**src/rtl/tx_frame_scheduler.sv**
```systemverilog
// ---------------------------------------------------------------------------
// tx_frame_scheduler
//
// Serial-transmit controller sitting in front of a 10-bit PISO shift register.
// Two byte requesters are arbitrated round-robin. The winning byte is framed
// as {start, d[0]..d[7], stop}, with bit 9 sent first. The frame is handed to
// the PISO with a one-cycle load pulse. One shift strobe per bit-time then
// follows, timed by an internal baud counter. An optional idle gap can be
// inserted after each frame.
//
// Ports
//   clk          system clock, rising edge
//   reset_n      asynchronous active-low reset
//   req_a_valid  requester A has a byte (held until accepted)
//   req_a_data   requester A byte
//   req_a_ready  A accepted this cycle (combinational, IDLE only)
//   req_b_valid  requester B has a byte (held until accepted)
//   req_b_data   requester B byte
//   req_b_ready  B accepted this cycle (combinational, IDLE only)
//   piso_data    framed word for the PISO parallel input, held between loads
//   piso_load    one-cycle parallel-load pulse
//   piso_shift   one-cycle shift strobe, one per bit-time
//   busy         frame or trailing gap in progress
//   grant_b      owner of the current/last frame (0 = A, 1 = B)
//   frame_done   one-cycle pulse coincident with the final (stop) strobe
// ---------------------------------------------------------------------------
module tx_frame_scheduler #(
  parameter int CLKS_PER_BIT = 434,
  parameter int GAP_BITS     = 0
) (
  input  logic       clk,
  input  logic       reset_n,
  input  logic       req_a_valid,
  input  logic [7:0] req_a_data,
  output logic       req_a_ready,
  input  logic       req_b_valid,
  input  logic [7:0] req_b_data,
  output logic       req_b_ready,
  output logic [9:0] piso_data,
  output logic       piso_load,
  output logic       piso_shift,
  output logic       busy,
  output logic       grant_b,
  output logic       frame_done
);

  localparam int BAUD_W  = $clog2(CLKS_PER_BIT);
  localparam int GAP_CYC = GAP_BITS * CLKS_PER_BIT;
  localparam int GAP_W   = (GAP_CYC > 1) ? $clog2(GAP_CYC) : 1;

  localparam logic [BAUD_W-1:0] BAUD_LAST = BAUD_W'(CLKS_PER_BIT - 1);
  localparam logic [BAUD_W-1:0] BAUD_PRE  = BAUD_W'(CLKS_PER_BIT - 2);
  localparam logic [GAP_W-1:0]  GAP_LAST  = GAP_W'(GAP_CYC - 1);

  typedef enum logic [1:0] {
    IDLE  = 2'd0,
    LOAD  = 2'd1,
    SHIFT = 2'd2,
    GAP   = 2'd3
  } state_t;

  state_t            state;
  logic [BAUD_W-1:0] baud_cnt;
  logic [3:0]        bit_cnt;
  logic [GAP_W-1:0]  gap_cnt;
  logic              last_b;

  // Start bit (0) leads, data LSB-first, stop bit (1) last.
  function automatic logic [9:0] build_frame(input logic [7:0] d);
    logic [9:0] f;
    f[9] = 1'b0;
    for (int i = 0; i < 8; i++) begin
      f[8-i] = d[i];
    end
    f[0] = 1'b1;
    return f;
  endfunction

  // Round-robin: on contention the requester not granted last wins.
  always_comb begin
    req_a_ready = 1'b0;
    req_b_ready = 1'b0;
    if (state == IDLE) begin
      if (req_a_valid && (!req_b_valid || last_b)) begin
        req_a_ready = 1'b1;
      end else if (req_b_valid) begin
        req_b_ready = 1'b1;
      end
    end
  end

  // Pulses are registered. So strobe and frame_done are set one cycle ahead,
  // when the baud counter sits just before its terminal count.
  always_ff @(posedge clk or negedge reset_n) begin
    if (!reset_n) begin
      state      <= IDLE;
      piso_data  <= 10'h3FF;
      piso_load  <= 1'b0;
      piso_shift <= 1'b0;
      busy       <= 1'b0;
      frame_done <= 1'b0;
      grant_b    <= 1'b0;
      last_b     <= 1'b1;
      baud_cnt   <= '0;
      bit_cnt    <= '0;
      gap_cnt    <= '0;
    end else begin
      piso_load  <= 1'b0;
      piso_shift <= 1'b0;
      frame_done <= 1'b0;
      case (state)
        IDLE: begin
          if (req_a_ready) begin
            piso_data <= build_frame(req_a_data);
            grant_b   <= 1'b0;
            last_b    <= 1'b0;
            piso_load <= 1'b1;
            busy      <= 1'b1;
            state     <= LOAD;
          end else if (req_b_ready) begin
            piso_data <= build_frame(req_b_data);
            grant_b   <= 1'b1;
            last_b    <= 1'b1;
            piso_load <= 1'b1;
            busy      <= 1'b1;
            state     <= LOAD;
          end
        end

        LOAD: begin
          baud_cnt <= '0;
          bit_cnt  <= '0;
          state    <= SHIFT;
        end

        SHIFT: begin
          if (baud_cnt == BAUD_LAST) begin
            // This cycle carries a strobe; the 10th one ends the frame.
            baud_cnt <= '0;
            bit_cnt  <= bit_cnt + 4'd1;
            if (bit_cnt == 4'd9) begin
              if (GAP_BITS > 0) begin
                gap_cnt <= '0;
                state   <= GAP;
              end else begin
                busy  <= 1'b0;
                state <= IDLE;
              end
            end
          end else begin
            baud_cnt   <= baud_cnt + BAUD_W'(1);
            piso_shift <= (baud_cnt == BAUD_PRE);
            frame_done <= (baud_cnt == BAUD_PRE) && (bit_cnt == 4'd9);
          end
        end

        GAP: begin
          if (gap_cnt == GAP_LAST) begin
            busy  <= 1'b0;
            state <= IDLE;
          end else begin
            gap_cnt <= gap_cnt + GAP_W'(1);
          end
        end

        default: begin
          busy  <= 1'b0;
          state <= IDLE;
        end
      endcase
    end
  end

endmodule
```
**config.mk**
```make
export PLATFORM = sky130hd
export DESIGN_NAME = tx_frame_scheduler
export DESIGN_NICKNAME = d
export VERILOG_FILES = /design/src/rtl/tx_frame_scheduler.sv
export SDC_FILE = /design/constraint.sdc
export NUM_CORES = 1
export LEC_CHECK = 0
export BUFFER_PORTS_ARGS = -buffer_cell sky130_fd_sc_hd__buf_2
export CORE_MARGIN = 2
export CORE_UTILIZATION = 25
export CTS_CLUSTER_DIAMETER = 120
export DETAILED_ROUTE_END_ITERATION = 8
export GPL_ROUTABILITY_DRIVEN = 0
export PLACE_DENSITY = 0.42
export SLEW_MARGIN = 20
export SYNTH_ARGS = -nofsm -noshare
export SYNTH_HDL_FRONTEND = slang
export SYNTH_SLANG_ARGS = --single-unit
```
**constraint.sdc**
```tcl
create_clock -name clk -period 4 [get_ports clk]
set_clock_uncertainty 0.15 [all_clocks]
set_input_delay 0.2 -clock clk [delete_from_list [all_inputs] [get_ports clk]]
set_output_delay 0.2 -clock clk [all_outputs]
set_load 0.1 [all_outputs]
```
# Yosys cells after proc, flatten, opt, wreduce, memory -nomap -nowiden
# Cells that the tools add are included.
[totals] regBits=32 out_inout_bits=17
[classes] n_eq_ne=10 n_addsub=3 reduce_logical=12 muxes=32
[ops] cell="$mux 10" count=2
[ops] cell="$mux 1" count=19
[ops] cell="$eq 9x9->1 const B" count=2
[ops] cell="$pmux 9 s2" count=1
[ops] cell="$mux 2" count=5
[ops] cell="$add 9x1->9 const B" count=1
[ops] cell="$mux 9" count=1
[ops] cell="$pmux 2 s4" count=1
[ops] cell="$pmux 4 s2" count=1
[ops] cell="$ne 2x2->1 const B" count=3
[ops] cell="$reduce_and 5->1" count=1
[ops] cell="$add 4x1->4 const B" count=1
[ops] cell="$eq 2x2->1 const B" count=2
[ops] cell="$eq 4x4->1 const B" count=1
[ops] cell="$mux 4" count=1
[ops] cell="$reduce_and 2->1" count=2
[ops] cell="$reduce_and 4->1" count=1
[ops] cell="$reduce_bool 2->1" count=2
[ops] cell="$ne 3x3->1 const B" count=1
[ops] cell="$pmux 1 s3" count=1
[ops] cell="$reduce_bool 3->1" count=1
[ops] cell="$eq 2x1->1 const B" count=1
[ops] cell="$logic_and 1x1->1" count=2
[ops] cell="$logic_not 2->1" count=1
[ops] cell="other kinds (3)" count=3

# Logic depth before layout (Yosys ltp)
[logic_depth] ltp_word=8 depth_mapped=7 ltp_nobuf=6

# Worst setup path before layout
# OpenSTA, ideal clock, no wires.
[synth_timing] kind="reg-to-reg" startpoint="register state[0]" endpoint="register grant_b" path_slack_ns=1.091 stages_incl_launch_ff=7 t_arrival_ns=2.681 path_buffers=1 synth_period_minus_slack_ns=2.909 path_cell_list="dfrtp_1 inv_1 ha_1 nand2_1 buf_2 a21oi_1 o21bai_1"
[synth_between] elab_chain_len=4 elab_cells_between_ends=6 cone_classes="mux (3); reduce/logical (3)"
[synth_lines] element="start, declared" line_no="62" source="state_t state;"
[synth_lines] element="start signal, assigned" line_no="96" source="state <= IDLE;"
[synth_lines] element="start signal, assigned" line_no="119" source="state <= LOAD;"
[synth_lines] element="start signal, assigned" line_no="126" source="state <= LOAD;"
[synth_lines] element="$logic_not 2->1" line_no="83" source="if (state == IDLE) begin"
[synth_lines] element="$mux 1" line_no="83"
[synth_lines] element="via req_b_ready" line_no="38" source="output logic req_b_ready,"
[synth_lines] element="$reduce_bool 2->1 (no source line)"
[synth_lines] element="$reduce_and 2->1 (no source line)"
[synth_lines] element="end signal, assigned" line_no="102" source="grant_b <= 1'b0;"
[synth_lines] element="end signal, assigned" line_no="115" source="grant_b <= 1'b0;"
[synth_lines] element="end signal, assigned" line_no="122" source="grant_b <= 1'b1;"
[synth_lines] element="end, declared" line_no="43" source="output logic grant_b,"
# The timed path passes the listed nets, and every way through them passes these cells.
# A chain may end at the register's enable or synchronous reset.

# Worst setup path after layout
[layout_timing] startpoint="register state[0]" endpoint="output port req_a_ready"
[layout_between] elab_chain_len=2
[layout_lines] element="$logic_not 2->1" line_no="83"
[layout_lines] element="$mux 1" line_no="83"
[layout_lines] element="end, declared" line_no="35" source="output logic req_a_ready,"
# Every way passes these cells.

==> flow_results.org <==
** Die
- Starting utilization of the core area :: 25.87%
- The floorplan step defined a core boundary enclosing 0.006350 mm^2.
- The die is 85.07 um wide.
- 37 I/O pins were placed.
- The die is 85.07 um tall.
- Total Die Area :: 0.007236 mm^2
- The floorplan has 29 rows.

** Synthesis
- The synthesized design spends more area on one cell type than any other, namely sky130_fd_sc_hd__dfrtp_1.
- Synth Cell Area :: 0.001643 mm^2
- Summing the areas of all fa, ha and maj instances in the mapped netlist gives 6.855% of the synthesized area.
- Sequential elements use 47.98% of the synthesized area.
- After synthesis the netlist holds a flip-flop and latch count of 31.
- Number of library cell types mapped by synthesis :: 40
- Instance count of the mapped netlist :: 156
- Summing the areas of all xor and xnor instances in the mapped netlist gives 5.331% of the synthesized area.
- Measured against the total synthesized area, the mux share comes to 7.921%.
- Ranked by total cell area, the synthesized netlist is headed by sky130_fd_sc_hd__dfrtp_1 32%, sky130_fd_sc_hd__dfstp_2 16%, sky130_fd_sc_hd__ha_1 6.9%.
- Count leader, synth :: sky130_fd_sc_hd__dfrtp_1
- Compound-cell area share of the yosys netlist :: 8.606%
- EDFF count, synth :: 0
- The Yosys step of the flow raised 0 warnings.
- After synthesis, the largest area contributor takes up 31.99% of total cell area.
- Post-synth top flop :: sky130_fd_sc_hd__dfrtp_1
- Mapped Avg Cell Area :: 10.53 um^2
- Share of flip-flops with an asynchronous set or reset :: 100.0%
- The commonest cells after synthesis are 21 x sky130_fd_sc_hd__dfrtp_1, 20 x sky130_fd_sc_hd__nand2_1, 11 x sky130_fd_sc_hd__nor2_1.
- After synthesis, the largest family of logic cells by area is simple AND/OR/NAND/NOR gates.
- Net Count, Synth :: 185
- Simple-gate area share of the yosys netlist :: 19.12%

** Global route
- The number of antenna violations at the first check in global routing is 0.
- Number of global-route vias before repair :: 1284
- For this run, the total global-route usage over all layers was measured as 10.10%.
- Entering global routing, the biggest net connects 32 pins.
- Global-route wire length before repair :: 5.789 mm
- Total congestion overflow after global routing :: 0

** Drt
- After detailed routing, the number of remaining DRC violations is 0.
- Total wire length :: 3.376 mm
- The final route contains 1202 vias.
- For this block, the initial DRC count from the detailed router was 24.
- Dividing the detail-routed via count by the number of cells gives 4.308.
- After detailed routing, the average wire length per cell comes to 12.10 um.
- The first TritonRoute pass finished after 4 iterations.
- In this run the remaining antenna-violating nets after routing total 0.

** Clock network
- CTS built an H-tree with a depth of 2.
- Clock-pin slew on the worst setup and hold paths :: 70 ps
- Clock root buffer :: sky130_fd_sc_hd__clkbuf_8
- # clock sinks :: 31
- Insertion delay of the later-clocked pin in the worst-skew pair :: 280 ps
- Number of buffers created by CTS :: 5
- No sink is reached through more buffers than the 2 on the longest clock path.
- TritonCTS built the clock tree.

** Place
- IO Port Bufs :: 35
- Placement-stage worst setup slack :: 1805 ps
- Once placement finished, the instance area stood at 0.001883 mm^2.
- HPWL after detailed placement :: 2.355 mm

** Final layout
- Ratio of cells with drive above 1 in the final layout :: 32.18%
- Area added between synthesis and finish :: 25.67%
- The net count of the finished layout is 230.
- Final standard cell area without fillers :: 0.002064 mm^2
- The number of antenna diodes in the final layout is 0.

** Timing
- Static timing analysis puts the maximum clock frequency at 404.6 MHz.
- Worst slew slack as a fraction of its limit :: 52.23%
- The final critical path takes up 61.80% of the cycle.
- Final Hold Fails :: 0
- Transition time at the pin with the least slew margin :: 716.5 ps
- Across all hold checks on the routed design, the worst slack comes to 49.83 ps.
- Setup repair after global routing missed its margin :: no
- The final max-slew violation count is 0.
- Adding up every negative setup slack in the final design gives 0 ps.
- Number of setup violations in the final report :: 0
- Crit path time final :: 2472 ps
- Across all setup checks in the final design, the least slack found is 1528 ps.

** Power and ir drop
- Static power due to leakage :: 0.9878 nW
- IR analysis of the VDD net gives a maximum drop of 0.4527 mV.
- Total chip power :: 1.617 mW
- For this design the ratio of total power to cell area is 783.5 mW/mm^2.

** Critical path
- Startpoint kind of the worst setup timing path :: flip-flop
- Data on the critical path is required at its endpoint by 3650 ps.
- Along the worst path, the maximum fanout reaches 18.
- At the worst endpoint, the arrival time is 2120 ps.
- Type of the setup path with the least slack :: flip-flop to primary output
- Crit end category :: primary output

** Worst hold path
- The min-delay analysis places its worst path in the category primary input to flip-flop.

** Status
- The flow ran to the end, and the final reports show no timing, DRC or antenna violations.

** Job
- Max Cap Violations :: 0
[routing by layer]
metal	vias up	track usage [%]	wire length [um]	part of all wire (%)
li1	614	-	-	-
met1	545	13.11	1650	49
met2	38	15.41	1434	42
met3	5	3.307	251	7.4
met4	0	4.329	39	1.2
met5	-	0	0	0
[worst max-delay path, stage by stage (launching register included)]
cell and delay [ps]:
sky130_fd_sc_hd__dfrtp_1 410, sky130_fd_sc_hd__inv_1 90, sky130_fd_sc_hd__ha_1 210, sky130_fd_sc_hd__nand2_1 90, sky130_fd_sc_hd__a21oi_2 490, sky130_fd_sc_hd__buf_2 540
[state kept, by name, summed over array words and instances (netlist names)]
name	cells
piso_load	1
last_b	1
state	2
baud_cnt	9
frame_done	1
busy	1
bit_cnt	4
gap_cnt	1
piso_data	9
grant_b	1
piso_shift	1
[cell families after synthesis]
kind of cell / Yosys count
compound gates: 21
xor+xnor: 10
fa+ha+maj: 9
buf+inv: 15
flops: 31
mux: 12
other cells: 1
simple gates: 57
[area by class of cell]
cell class | count | area, um^2
fill | 649 | 4285
multi-input combinational | 110 | 789.5
sequential | 31 | 788.3
timing repair buffer | 44 | 265.3
tap | 77 | 96.34
clock buffer | 7 | 86.33
inverter | 9 | 33.78
clock inverter | 1 | 5.005
[cell usage in the layout (no fill, tap or decap), types with 2 or more instances in the layout]
cell type                       synthesis  final
sky130_fd_sc_hd__nor3b_1                3      3
sky130_fd_sc_hd__nand4_1                2      2
sky130_fd_sc_hd__a21o_1                 2      2
sky130_fd_sc_hd__xnor2_1                7      7
sky130_fd_sc_hd__dfstp_2               10     10
sky130_fd_sc_hd__clkbuf_8               0      6
sky130_fd_sc_hd__nand3_1                6      6
sky130_fd_sc_hd__inv_1                  9      9
sky130_fd_sc_hd__o21ai_0                9      9
sky130_fd_sc_hd__mux2i_1               10     10
sky130_fd_sc_hd__dlygate4sd3_1          0      9
sky130_fd_sc_hd__ha_1                   9      9
sky130_fd_sc_hd__mux2_4                 2      2
sky130_fd_sc_hd__xor2_1                 3      3
sky130_fd_sc_hd__nor3_1                 4      4
sky130_fd_sc_hd__dfrtp_1               21     21
sky130_fd_sc_hd__nand2b_1               2      2
sky130_fd_sc_hd__nor2_1                11     11
sky130_fd_sc_hd__nand2_1               20     20
sky130_fd_sc_hd__buf_2                  4     35
[what timing repair did]
action                    4_1_cts  5_1_grt
buffers inserted                0        0
hold endpoints to repair       29        0
gates resized for setup         0        0
hold buffers                    9        0
[final timing paths]
check | slack (ps) | to | start | cells past startpoint
min in group asynchronous | 360 | grant_b | reset_n | 2
max in group asynchronous | 2880 | bit_cnt[0] | reset_n | 2
setup reg to reg | 2110 | state[1] | state[0] | 5
setup / recovery | 1530 | req_a_ready | state[0] | 5
hold / removal | 50 | piso_data[8] | req_b_data[0] | 3
hold reg to reg | 290 | piso_data[9] | piso_data[9] | 2
[stage by stage]
| stage | cells | utilization (%) |
|---|---|---|
| floorplan | 156 | - |
| global placement | 262 | 29.66 |
| detailed placement | 262 | 29.66 |
| CTS | 279 | 32.51 |
| global route | 279 | 32.51 |
| finish | 279 | 32.51 |
[where the power goes]
part           switching [mW]  total [mW]  internal [mW]
Combinational           0.689       0.889          0.201
Clock                   0.120       0.259          0.139
Sequential             0.0445       0.469          0.425
No activity file was read; power rests on OpenSTA's default activity.
